File: config.mk
export PLATFORM = sky130hd
export DESIGN_NAME = hazard_unit_sb_flat
export DESIGN_NICKNAME = d
export VERILOG_FILES = /design/src/rtl/hazard_pkg.sv /design/src/rtl/hazard_unit_sb_if.sv /design/src/rtl/hazard_sb_tbl.sv /design/src/rtl/hazard_unit_sb.sv /design/src/flat_wrapper.sv
export SDC_FILE = /design/constraint.sdc
export NUM_CORES = 1
export LEC_CHECK = 0
export BUFFER_PORTS_ARGS = -buffer_cell sky130_fd_sc_hd__buf_4
export CORE_UTILIZATION = 57
export DETAILED_ROUTE_END_ITERATION = 10
export PLACE_DENSITY = 0.78
export SETUP_SLACK_MARGIN = 0.05
export SLEW_MARGIN = 25
export SYNTH_ARGS = -nofsm -noshare
export SYNTH_HDL_FRONTEND = slang
export SYNTH_SLANG_ARGS = --single-unit
File: constraint.sdc
create_clock -name clk -period 4 [get_ports clk]
set_input_delay 0.8 -clock clk [delete_from_list [all_inputs] [get_ports clk]]
set_output_delay 0.8 -clock clk [all_outputs]
set_load 0.005 [all_outputs]
File: src/rtl/hazard_pkg.sv
// Shared definitions for the scoreboard hazard unit: forwarding selects,
// canonical producer latencies and the forwarding priority helper.
package hazard_pkg;

  typedef enum logic [1:0] {
    FWD_RF = 2'b00,
    FWD_W  = 2'b01,
    FWD_M  = 2'b10
  } fwd_sel_e;

  localparam int unsigned LAT_ALU  = 0;
  localparam int unsigned LAT_LOAD = 1;

  // M-stage result is younger than W, so it wins when both match.
  function automatic fwd_sel_e fwd_pick(input logic m_hit, input logic w_hit);
    if (m_hit)      return FWD_M;
    else if (w_hit) return FWD_W;
    else            return FWD_RF;
  endfunction

endpackage

File: src/rtl/hazard_unit_sb_if.sv
// Pipeline <-> hazard unit signal bundle. The pipeline side is the master,
// the hazard unit is the slave.
interface hazard_unit_sb_if #(
  parameter int unsigned REG_AW = 5,
  parameter int unsigned LAT_W  = 6,
  parameter int unsigned CNT_W  = 32
);
  import hazard_pkg::*;

  // D stage
  logic [REG_AW-1:0] rs_d;
  logic [REG_AW-1:0] rt_d;
  logic              use_rs_d;
  logic              use_rt_d;
  logic              src_stage_d;
  logic              wr_en_d;
  logic [REG_AW-1:0] wr_reg_d;
  logic [LAT_W-1:0]  wr_lat_d;
  logic              mdu_start_d;
  logic [LAT_W-1:0]  mdu_lat_d;
  logic              hilo_read_d;
  logic              branch_taken_d;
  logic              jump_d;
  logic              exc_flush;
  // E / M / W stages
  logic [REG_AW-1:0] rs_e;
  logic [REG_AW-1:0] rt_e;
  logic              wr_en_m;
  logic [REG_AW-1:0] wr_reg_m;
  logic              wr_en_w;
  logic [REG_AW-1:0] wr_reg_w;
  // hazard controls
  logic              stall_f;
  logic              stall_d;
  logic              flush_d;
  logic              flush_e;
  logic              fwd_a_d;
  logic              fwd_b_d;
  fwd_sel_e          fwd_a_e;
  fwd_sel_e          fwd_b_e;
  logic              mdu_busy;
  logic [CNT_W-1:0]  stall_cnt;

  modport master (
    output rs_d, rt_d, use_rs_d, use_rt_d, src_stage_d, wr_en_d, wr_reg_d,
           wr_lat_d, mdu_start_d, mdu_lat_d, hilo_read_d, branch_taken_d,
           jump_d, exc_flush, rs_e, rt_e, wr_en_m, wr_reg_m, wr_en_w, wr_reg_w,
    input  stall_f, stall_d, flush_d, flush_e, fwd_a_d, fwd_b_d, fwd_a_e,
           fwd_b_e, mdu_busy, stall_cnt
  );

  modport slave (
    input  rs_d, rt_d, use_rs_d, use_rt_d, src_stage_d, wr_en_d, wr_reg_d,
           wr_lat_d, mdu_start_d, mdu_lat_d, hilo_read_d, branch_taken_d,
           jump_d, exc_flush, rs_e, rt_e, wr_en_m, wr_reg_m, wr_en_w, wr_reg_w,
    output stall_f, stall_d, flush_d, flush_e, fwd_a_d, fwd_b_d, fwd_a_e,
           fwd_b_e, mdu_busy, stall_cnt
  );

endinterface

File: src/rtl/hazard_sb_tbl.sv
// Per-register countdown table: one countdown per GPR, set on issue,
// decremented each cycle, cleared on flush. r0 is never recorded.
module hazard_sb_tbl #(
  parameter int unsigned NREG   = 32,
  parameter int unsigned REG_AW = 5,
  parameter int unsigned CW     = 7
) (
  input  logic              clk,
  input  logic              resetn,
  input  logic              clear,
  input  logic              set_en,
  input  logic [REG_AW-1:0] set_reg,
  input  logic [CW-1:0]     set_val,
  input  logic [REG_AW-1:0] rd_a_reg,
  output logic [CW-1:0]     rd_a_cnt,
  input  logic [REG_AW-1:0] rd_b_reg,
  output logic [CW-1:0]     rd_b_cnt
);

  logic [CW-1:0] cnt [NREG];

  // Countdown update: clear beats set, set beats decrement.
  always_ff @(posedge clk) begin
    for (int unsigned r = 0; r < NREG; r++) begin
      if (!resetn || clear)
        cnt[r] <= '0;
      else if (set_en && (r != 0) && (set_reg == REG_AW'(r)))
        cnt[r] <= set_val;
      else if (cnt[r] != '0)
        cnt[r] <= cnt[r] - CW'(1);
    end
  end

  // Two combinational read ports for the D-stage sources.
  always_comb begin
    rd_a_cnt = cnt[rd_a_reg];
    rd_b_cnt = cnt[rd_b_reg];
  end

endmodule

File: src/rtl/hazard_unit_sb.sv
// Scoreboard hazard unit: data/MDU stalls, front-end flushes, M/W
// forwarding selects and a saturating stall counter.
module hazard_unit_sb
  import hazard_pkg::*;
#(
  parameter int unsigned NREG       = 32,
  parameter int unsigned REG_AW     = 5,
  parameter int unsigned LAT_W      = 6,
  parameter int unsigned CNT_W      = 32,
  parameter bit          DELAY_SLOT = 1'b1
) (
  input logic       clk,
  input logic       resetn,
  hazard_unit_sb_if.slave hz
);

  // One extra bit so wr_lat_d+1 never wraps at the LAT_W maximum.
  localparam int unsigned CW = LAT_W + 1;

  logic [CW-1:0]    cnt_rs;
  logic [CW-1:0]    cnt_rt;
  logic [LAT_W-1:0] mdu_cnt;
  logic [CNT_W-1:0] stall_cnt_q;
  logic             issue;
  logic             rs_stall;
  logic             rt_stall;
  logic             data_stall;
  logic             mdu_stall;
  logic             stall;

  hazard_sb_tbl #(
    .NREG   (NREG),
    .REG_AW (REG_AW),
    .CW     (CW)
  ) u_tbl (
    .clk      (clk),
    .resetn   (resetn),
    .clear    (hz.exc_flush),
    .set_en   (issue & hz.wr_en_d),
    .set_reg  (hz.wr_reg_d),
    .set_val  (CW'(hz.wr_lat_d) + CW'(1)),
    .rd_a_reg (hz.rs_d),
    .rd_a_cnt (cnt_rs),
    .rd_b_reg (hz.rt_d),
    .rd_b_cnt (cnt_rt)
  );

  // Stall decision. A D-stage consumer needs the value one cycle earlier
  // than an E-stage consumer, hence the >0 versus >1 thresholds.
  always_comb begin
    rs_stall   = hz.use_rs_d & (hz.rs_d != '0) &
                 (hz.src_stage_d ? (cnt_rs != '0) : (cnt_rs > CW'(1)));
    rt_stall   = hz.use_rt_d & (hz.rt_d != '0) &
                 (hz.src_stage_d ? (cnt_rt != '0) : (cnt_rt > CW'(1)));
    data_stall = rs_stall | rt_stall;
    mdu_stall  = (hz.hilo_read_d | hz.mdu_start_d) & (mdu_cnt != '0);
    stall      = data_stall | mdu_stall;
    issue      = ~stall & ~hz.exc_flush;
  end

  // MDU occupancy countdown.
  always_ff @(posedge clk) begin
    if (!resetn || hz.exc_flush)
      mdu_cnt <= '0;
    else if (issue && hz.mdu_start_d)
      mdu_cnt <= hz.mdu_lat_d;
    else if (mdu_cnt != '0)
      mdu_cnt <= mdu_cnt - LAT_W'(1);
  end

  // Saturating count of stalled cycles.
  always_ff @(posedge clk) begin
    if (!resetn)
      stall_cnt_q <= '0;
    else if (stall && (stall_cnt_q != '1))
      stall_cnt_q <= stall_cnt_q + CNT_W'(1);
  end

  // Pipeline control and forwarding outputs.
  always_comb begin
    hz.stall_d   = stall;
    hz.stall_f   = stall;
    hz.flush_e   = stall | hz.exc_flush;
    hz.flush_d   = hz.exc_flush |
                   (!DELAY_SLOT & (hz.branch_taken_d | hz.jump_d) & ~stall);
    hz.fwd_a_d   = hz.wr_en_m & (hz.wr_reg_m != '0) & (hz.wr_reg_m == hz.rs_d);
    hz.fwd_b_d   = hz.wr_en_m & (hz.wr_reg_m != '0) & (hz.wr_reg_m == hz.rt_d);
    hz.fwd_a_e   = fwd_pick(hz.wr_en_m & (hz.wr_reg_m != '0) & (hz.wr_reg_m == hz.rs_e),
                            hz.wr_en_w & (hz.wr_reg_w != '0) & (hz.wr_reg_w == hz.rs_e));
    hz.fwd_b_e   = fwd_pick(hz.wr_en_m & (hz.wr_reg_m != '0) & (hz.wr_reg_m == hz.rt_e),
                            hz.wr_en_w & (hz.wr_reg_w != '0) & (hz.wr_reg_w == hz.rt_e));
    hz.mdu_busy  = (mdu_cnt != '0);
    hz.stall_cnt = stall_cnt_q;
  end

endmodule

File: src/flat_wrapper.sv
// flat-port wrapper written by rule: the top's interface ports become plain ports
module hazard_unit_sb_flat import hazard_pkg::*;
#(
  parameter int unsigned NREG       = 32,
  parameter int unsigned REG_AW     = 5,
  parameter int unsigned LAT_W      = 6,
  parameter int unsigned CNT_W      = 32,
  parameter bit          DELAY_SLOT = 1'b1
)
  (clk, resetn, hz_rs_d, hz_rt_d, hz_use_rs_d, hz_use_rt_d, hz_src_stage_d, hz_wr_en_d, hz_wr_reg_d, hz_wr_lat_d, hz_mdu_start_d, hz_mdu_lat_d, hz_hilo_read_d, hz_branch_taken_d, hz_jump_d, hz_exc_flush, hz_rs_e, hz_rt_e, hz_wr_en_m, hz_wr_reg_m, hz_wr_en_w, hz_wr_reg_w, hz_stall_f, hz_stall_d, hz_flush_d, hz_flush_e, hz_fwd_a_d, hz_fwd_b_d, hz_fwd_a_e, hz_fwd_b_e, hz_mdu_busy, hz_stall_cnt);
  hazard_unit_sb_if #(.REG_AW(REG_AW), .LAT_W(LAT_W), .CNT_W(CNT_W)) hz_i ();
  input logic clk;
  input logic resetn;
  input wire logic [$bits(hz_i.rs_d)-1:0] hz_rs_d;
  input wire logic [$bits(hz_i.rt_d)-1:0] hz_rt_d;
  input wire logic [$bits(hz_i.use_rs_d)-1:0] hz_use_rs_d;
  input wire logic [$bits(hz_i.use_rt_d)-1:0] hz_use_rt_d;
  input wire logic [$bits(hz_i.src_stage_d)-1:0] hz_src_stage_d;
  input wire logic [$bits(hz_i.wr_en_d)-1:0] hz_wr_en_d;
  input wire logic [$bits(hz_i.wr_reg_d)-1:0] hz_wr_reg_d;
  input wire logic [$bits(hz_i.wr_lat_d)-1:0] hz_wr_lat_d;
  input wire logic [$bits(hz_i.mdu_start_d)-1:0] hz_mdu_start_d;
  input wire logic [$bits(hz_i.mdu_lat_d)-1:0] hz_mdu_lat_d;
  input wire logic [$bits(hz_i.hilo_read_d)-1:0] hz_hilo_read_d;
  input wire logic [$bits(hz_i.branch_taken_d)-1:0] hz_branch_taken_d;
  input wire logic [$bits(hz_i.jump_d)-1:0] hz_jump_d;
  input wire logic [$bits(hz_i.exc_flush)-1:0] hz_exc_flush;
  input wire logic [$bits(hz_i.rs_e)-1:0] hz_rs_e;
  input wire logic [$bits(hz_i.rt_e)-1:0] hz_rt_e;
  input wire logic [$bits(hz_i.wr_en_m)-1:0] hz_wr_en_m;
  input wire logic [$bits(hz_i.wr_reg_m)-1:0] hz_wr_reg_m;
  input wire logic [$bits(hz_i.wr_en_w)-1:0] hz_wr_en_w;
  input wire logic [$bits(hz_i.wr_reg_w)-1:0] hz_wr_reg_w;
  output wire logic [$bits(hz_i.stall_f)-1:0] hz_stall_f;
  output wire logic [$bits(hz_i.stall_d)-1:0] hz_stall_d;
  output wire logic [$bits(hz_i.flush_d)-1:0] hz_flush_d;
  output wire logic [$bits(hz_i.flush_e)-1:0] hz_flush_e;
  output wire logic [$bits(hz_i.fwd_a_d)-1:0] hz_fwd_a_d;
  output wire logic [$bits(hz_i.fwd_b_d)-1:0] hz_fwd_b_d;
  output wire logic [$bits(hz_i.fwd_a_e)-1:0] hz_fwd_a_e;
  output wire logic [$bits(hz_i.fwd_b_e)-1:0] hz_fwd_b_e;
  output wire logic [$bits(hz_i.mdu_busy)-1:0] hz_mdu_busy;
  output wire logic [$bits(hz_i.stall_cnt)-1:0] hz_stall_cnt;
  assign hz_i.rs_d = hz_rs_d;
  assign hz_i.rt_d = hz_rt_d;
  assign hz_i.use_rs_d = hz_use_rs_d;
  assign hz_i.use_rt_d = hz_use_rt_d;
  assign hz_i.src_stage_d = hz_src_stage_d;
  assign hz_i.wr_en_d = hz_wr_en_d;
  assign hz_i.wr_reg_d = hz_wr_reg_d;
  assign hz_i.wr_lat_d = hz_wr_lat_d;
  assign hz_i.mdu_start_d = hz_mdu_start_d;
  assign hz_i.mdu_lat_d = hz_mdu_lat_d;
  assign hz_i.hilo_read_d = hz_hilo_read_d;
  assign hz_i.branch_taken_d = hz_branch_taken_d;
  assign hz_i.jump_d = hz_jump_d;
  assign hz_i.exc_flush = hz_exc_flush;
  assign hz_i.rs_e = hz_rs_e;
  assign hz_i.rt_e = hz_rt_e;
  assign hz_i.wr_en_m = hz_wr_en_m;
  assign hz_i.wr_reg_m = hz_wr_reg_m;
  assign hz_i.wr_en_w = hz_wr_en_w;
  assign hz_i.wr_reg_w = hz_wr_reg_w;
  assign hz_stall_f = hz_i.stall_f;
  assign hz_stall_d = hz_i.stall_d;
  assign hz_flush_d = hz_i.flush_d;
  assign hz_flush_e = hz_i.flush_e;
  assign hz_fwd_a_d = hz_i.fwd_a_d;
  assign hz_fwd_b_d = hz_i.fwd_b_d;
  assign hz_fwd_a_e = hz_i.fwd_a_e;
  assign hz_fwd_b_e = hz_i.fwd_b_e;
  assign hz_mdu_busy = hz_i.mdu_busy;
  assign hz_stall_cnt = hz_i.stall_cnt;
  hazard_unit_sb #(.NREG(NREG), .REG_AW(REG_AW), .LAT_W(LAT_W), .CNT_W(CNT_W), .DELAY_SLOT(DELAY_SLOT)) u_core (.clk(clk), .resetn(resetn), .hz(hz_i));
endmodule
==> qor.yml, run 1 <==
outcome:
  outcome: "completed"
clocking:
  cts_tree: "yes"
  ctsHoldBuffers: 0
  root_buffer: "clkbuf_16"
  clk_latency_ns: 0.58
  cts_buffers: 31
  clk_pin_slew_ns: 0.06
  cts.sinks: 262
  h-tree-depth: 1
  clockBufferDepth: 3
synth:
  synth_area_leader_cell: "edfxtp_1"
  syn-num-nets: 1987
  async_flop_share_pct: 0
  avgSynthCellArea_um2: 9.93
  synth_xor_area_share_pct: 9.00
  yosysSeqAreaShare_pct: 40.5
  yosys-top-cells-area: "edfxtp_1 36%, o22ai_1 5.2%, xnor2_1 5.0%, ha_1 4.5%, dfxtp_1 4.1%"
  synth_warnings: 0
  ys_types: 78
  synth-compound-area-share_pct: 15.1
  synthSimpleGateAreaFrac_pct: 19.3
  syn_inst: 1861
  synth_top_family_by_area: "simple AND/OR/NAND/NOR gates"
  ys_seq_elements: 262
  synth_adder_area_share_pct: 4.47
  synthesis.area_um2: 18500
  yosysTopAreaCellShare_pct: 36.4
  ys.flop_type: "edfxtp_1"
  muxShareOfSynthArea_pct: 7.20
  synth_edf_count: 224
power_and_ir_drop:
  total_power_mw: 18.0
  peakVddDrop_uv: 617
  leakage_nw: 8.29
  powerDensity_nw_per_um2: 834
drt:
  initialDrtViolationCount: 1803
  ant_nets: 0
  via_count: 16448
  routed_via_density: 6.67
  drc: 0
  firstDrtPassIters: 7
  wl_per_cell_um: 22.6
  routed_wl_mm: 55.6
sta:
  period_share_pct: 99.0
  hold_viol_final: 0
  finalSetupViolations: 0
  fin_hold_ws_ns: 0.482
  min_period_ns: 3.96
  final.setup.tns_ns: 0
  final_max_slew_viol_count: 0
  worst_pin_slew_ns: 0.938
  max_freq_mhz: 252
  fin_worst_skew_ns: 0.0208
  maxSlewHeadroom_pct: 37.3
  rsz0062_at_grt: "yes"
layout:
  layout.nets: 2164
  multiInputGateArea_um2: 10300
  layout-drive-gt1-share_pct: 19.4
  area_growth_pct: 16.7
  fillers: 2445
  instances_no_fill: 2465
  post-route-cell-area_um2: 21600
  seq_area_um2: 7490
floorplan:
  die_w_um: 182
  dieArea_um2: 33100
  rows: 65
  core_area_um2: 31700
  start_util_pct: 58.3
  pin_count: 103
  die_h_um: 182
critical_path:
  cp.arrival_ns: 3.16
  r2r_setup_slack_ns: 0.32
  crit_path_end_kind: "output port"
  path_class: "flip-flop to output port"
  cp_max_fo: 6
  cp-start-kind: "flip-flop"
  cp.required_ns: 3.20
place:
  placed_area_um2: 20400
  gp_congestion: 0.994
  place_inst: 2400
  dpl.hpwl_mm: 39.4
  portBuffers: 100
grt:
  grt_max_degree: 40
  grt_pass1_vias: 15948
  grt_usage_pct: 33.4
  antenna_found_initial: 1
  grt_pass1_wl_mm: 86.9
  gr-total-overflow: 0
run:
  drv_cap: 0
hold_path:
  min_path_type: "flip-flop to flip-flop"
cell usage after synthesis, drive strengths merged, types with 21 or more instances:
master  count
mux4       24
xnor2     106
nor3      129
nand2     146
inv        99
buf        36
o22ai     164
dfxtp      38
edfxtp    224
nand4      21
clkbuf     54
mux2i      58
o311ai     24
xor2       84
a21oi      38
nor2      149
ha         66
or3        28
o21ai      37
nor4       33
or4        24
nand3      69
nand2b     24
logic make-up after synthesis:
family,Yosys count
buf+inv,193
flops,262
fa+ha+maj,66
mux,100
xor+xnor,190
simple gates,694
compound gates,356
path summary, 6_finish.rpt:
check,start,to,cells past startpoint
setup reg to reg,u_core.u_tbl.cnt[7][0],u_core.u_tbl.cnt[15][0],10
hold reg to reg,u_core.hz.stall_cnt[6],u_core.hz.stall_cnt[6],2
hold / removal,u_core.hz.stall_cnt[6],u_core.hz.stall_cnt[6],2
setup / recovery,u_core.u_tbl.cnt[7][0],hz_flush_e,9
what timing repair did:
action,4_1_cts,5_1_grt
setup buffers,5,3
resized for setup,10,17
pin swaps,3,8
setup endpoints to repair,3,3
power by group:
group / internal, mW / total, mW / switching [mW] / leakage [nW]
sequential: 4.50 / 5.87 / 1.36 / 2.93
combinational: 4.23 / 9.49 / 5.26 / 4.91
clock: 1.47 / 2.62 / 1.15 / 0.451
total: 10.2 / 18.0 / 7.77 / 8.29
through the flow:
stage                     utilization [%]  setup WS (ns)
final                                68.0         0.0395
after CTS                            67.6        -0.0124
after global placement               64.5        -0.0680
after global routing                 68.0       -0.00740
after floorplan                         -         0.0178
after detailed placement             64.5         -0.117
metal layers:
metal	global-route usage, %	vias to the layer above	routed length (um)
met5	0	-	13
met4	15.1	2	2550
met3	6.45	192	6090
met2	52.5	1017	25000
met1	44.8	7850	21900
li1	-	7387	-
sequential cells by signal (all words and copies together), names as in the netlist:
signal / flops
u_core.u_tbl.cnt: 224
u_core.hz.stall_cnt: 32
u_core.mdu_cnt: 6
cells in the final DEF, fill, tap and decap left out, drive strengths merged, types with 5 or more instances in the layout:
| master | instances |
|---|---|
| buf | 234 |
| edfxtp | 224 |
| o22ai | 164 |
| nor2 | 149 |
| nand2 | 146 |
| nor3 | 129 |
| xnor2 | 106 |
| inv | 100 |
| xor2 | 84 |
| nand3 | 69 |
| ha | 66 |
| mux2i | 58 |
| clkbuf | 44 |
| a21oi | 38 |
| dfxtp | 38 |
| o21ai | 37 |
| nor4 | 33 |
| or3 | 28 |
| mux4 | 24 |
| or4 | 24 |
| nand2b | 24 |
| o311ai | 24 |
| nand4 | 21 |
| mux2 | 18 |
| o31ai | 17 |
| clkinv | 15 |
| and3 | 14 |
| nand3b | 12 |
| a31oi | 10 |
| o211ai | 9 |
| nor2b | 9 |
| or2 | 8 |
| a211oi | 7 |
| nor3b | 7 |
| and2 | 7 |
| a311oi | 5 |
layout make-up:
cell class                      instances  area share, %
Antenna cell                            1         0.0116
Tap cell                              402           2.33
Multi-Input combinational cell       1406           47.9
Clock inverter                         13          0.302
Inverter                              103           1.83
Sequential cell                       262           34.7
Timing Repair Buffer                  234           8.98
Clock buffer                           44           3.96
worst max-delay path: stages (launching register included):
cell      delay (ns)
edfxtp_1        0.45
mux4_2          0.50
a211o_1         0.29
nor4b_2         0.34
a31oi_1         0.12
a221oi_2        0.30
o32a_4          0.28
buf_12          0.13
nand2b_4        0.06
buf_6           0.11
No activity file was read; power rests on OpenSTA's default activity.
==> inputs of run 2 (changes only) <==
- CORE_UTILIZATION: 57 -> 63
- PLACE_DENSITY: 0.78 -> 0.82
- clock period: 4 -> 4.1 ns (I/O delays scaled with it)
==> run 2 against run 1 <==
Sequential share of layout area fell by 0.098 points. Register-to-register slack improved by 0.23 ns. Wire length is 2.0% higher. Largest power group unchanged.
==> qor.yml, run 2 (synthesis gave the netlist of run 1 again) <==
outcome:
  outcome: "completed"
drt:
  routed_via_density: 6.95  # +4.2%
  drc: 0  # unchanged
  initialDrtViolationCount: 2526  # +40%
  routed_wl_mm: 56.7  # +2.0%
  wl_per_cell_um: 23.4  # +3.6%
  ant_nets: 0  # unchanged
  firstDrtPassIters: 8  # +1
  via_count: 16868  # +2.6%
sta:
  maxSlewHeadroom_pct: 36.1  # -1.3 points
  max_freq_mhz: 247
  fin_worst_skew_ns: 0.0243  # +0.00357 ns
  finalSetupViolations: 0  # unchanged
  final_max_slew_viol_count: 0  # unchanged
  period_share_pct: 98.6
  final.setup.tns_ns: 0  # unchanged
  rsz0062_at_grt: "no"
  worst_pin_slew_ns: 0.957  # +0.0189 ns
  min_period_ns: 4.04
  hold_viol_final: 0  # unchanged
floorplan:
  die_w_um: 173  # -4.8%
  pin_count: 103  # unchanged
  rows: 62  # -4.6%
  dieArea_um2: 30000  # -9.4%
  die_h_um: 173  # -4.8%
  core_area_um2: 28800  # -9.3%
  start_util_pct: 64.2  # +5.9 points
critical_path:
  r2r_start: "u_core.u_tbl.cnt[29][6]"
  path_class: "input port to output port"
  rr_worst_depth: 10  # unchanged
  slowest_delay_ns: 0.39  # -0.11 ns
  cp.required_ns: 3.28  # +0.08 ns
  cp_top_family: "buffers and inverters"
  cp_max_fo: 8  # +2
  timing.rr.end: "u_core.u_tbl.cnt[6][0]"
  cp-start-kind: "input port"
  path_cells: "buf_8 > buf_12 > buf_4 > nand2b_2 > buf_4 > a211oi_1 > nor4_1 > nor4bb_2 > o211a_1 > o32a_4 > inv_6 > buf_12 > buf_4"
  path_buf_inv: 7  # +5
  cp.arrival_ns: 3.22  # +0.06 ns
  r2r_setup_slack_ns: 0.55  # +0.23 ns
  critPathSlowestCell: "o32a_4"
  crit_path_end_kind: "output port"
  critPathMostFrequentCell: "buf_4"
clocking:
  cts_tree: "yes"
  clk_pin_slew_ns: 0.06  # about the same
  clk_latency_ns: 0.58  # about the same
  cts.sinks: 262  # unchanged
  clockBufferDepth: 3  # unchanged
  root_buffer: "clkbuf_16"
  h-tree-depth: 1  # unchanged
  ctsHoldBuffers: 0  # unchanged
  cts_buffers: 30  # -3.2%
hold_path:
  hold_end: "u_core.hz.stall_cnt[11]"
  min_path_type: "flip-flop to flip-flop"
  hp-start: "u_core.hz.stall_cnt[11]"
  hold_depth: 2  # unchanged
layout:
  fin_util_pct: 75.1  # +7.2 points
  area_growth_pct: 17.0
  final_cell_mix: "224 x edfxtp_1, 196 x buf_4, 154 x o22ai_1"
  n_antenna_cell: 0  # -1
  layout.nets: 2145  # -0.88%
  layout-drive-gt1-share_pct: 19.1  # -0.30 points
  layout_commonest_cell: "edfxtp_1"
  largest_reg_flops: 224  # unchanged
  instances_no_fill: 2426  # -1.6%
  largest_register: "u_core.u_tbl.cnt"
place:
  place_inst: 2365  # -1.5%
  dpl.hpwl_mm: 38.7  # -1.7%
  portBuffers: 100  # unchanged
  gp_congestion: 0.996  # +0.20%
power_and_ir_drop:
  powerDensity_nw_per_um2: 835  # +0.11%
  total_power_mw: 18.1  # +0.39%
  leakage_nw: 8.31  # +0.27%
  peakVddDrop_uv: 511  # -17%
grt:
  grt_max_degree: 47  # +18%
  grt_usage_pct: 36.7  # +3.4 points
  grt_pass1_vias: 16009  # +0.38%
  gr-total-overflow: 0  # unchanged
  grt_pass1_wl_mm: 87.5  # +0.63%
  antenna_found_initial: 0  # -1
run:
  drv_cap: 0  # unchanged
==> run 2: changes by cell type in the layout (fill, tap and decap cells not counted), moves of 2 or more <==
cell       previous run  this run
buf_4               219       196
clkbuf_1             10         1
clkbuf_16            31        36
bufinv_16             0         3
clkinv_4              0         3
buf_12               14        16
clkbuf_8              3         1
clkinv_1              9         7
inv_4                 0         2
nor4_2                5         3
==> run 2: worst max path at each step <==
stage	start	to	slack, ns	cells past startpoint
6_report	hz_rt_d[0]	hz_stall_d	0.06	13
5_1_grt	u_core.u_tbl.cnt[8][3]	hz_stall_d	0.0004	10
4_1_cts	u_core.u_tbl.cnt[29][6]	hz_stall_f	0.06	9
3_5_place_dp	hz_rt_d[0]	hz_stall_d	0.0008	13
3_3_place_gp	hz_rt_d[0]	hz_stall_d	0.03	13
2_1_floorplan	hz_rs_d[0]	u_core.u_tbl.cnt[16][0]	0.09	12
==> run 2: worst register-to-register path, stage by stage (launching register included) <==
cell and delay, ns:
edfxtp_1 0.45, or4_4 0.60, nor4_4 0.20, a31oi_1 0.07
o211ai_1 0.25, nor4bb_4 0.38, o32a_4 0.27, inv_6 0.06
or2_2 0.47, o21ai_0 0.29, buf_4 0.20
==> run 2: power breakdown <==
| group | leakage (nW) | internal, mW | switching, mW | total [mW] |
|---|---|---|---|---|
| Sequential | 2.93 | 4.39 | 1.38 | 5.77 |
| Clock | 0.532 | 1.73 | 1.17 | 2.90 |
| Combinational | 4.85 | 4.15 | 5.23 | 9.38 |
==> run 2: routing by layer <==
layer | part of all wire, % | vias to the layer above | track usage, %
met5 | 0 | - | 0
met4 | 5.1 | 0 | 17.4
met3 | 13 | 274 | 8.60
met2 | 45 | 1252 | 57.6
met1 | 37 | 7993 | 48.2
li1 | - | 7349 | -
==> run 2: cell type report <==
cell class | count | area (um2)
Multi-Input combinational cell | 1406 | 10300
Sequential cell | 262 | 7490
Fill cell | 1883 | 7160
Timing Repair Buffer | 216 | 1850
Clock buffer | 37 | 893
Tap cell | 384 | 480
Inverter | 103 | 392
Clock inverter | 18 | 178
==> run 2: through the flow <==
stage / hold WS, ns / worst slack, ns / instance area [um2]
floorplan: 0.471 / 0.0899 / 18500
global placement: 0.469 / 0.0269 / 20300
detailed placement: 0.492 / 0.000751 / 20300
CTS: 0.501 / 0.0567 / 21400
global route: 0.529 / 0.000397 / 21600
finish: 0.501 / 0.0563 / 21600
==> run 2: timing repair <==
item                       CTS  global route
pin swaps                    0             6
gates cloned                 0             1
setup endpoints to repair    3             3
gates resized for setup      6            28
buffers inserted             1             4
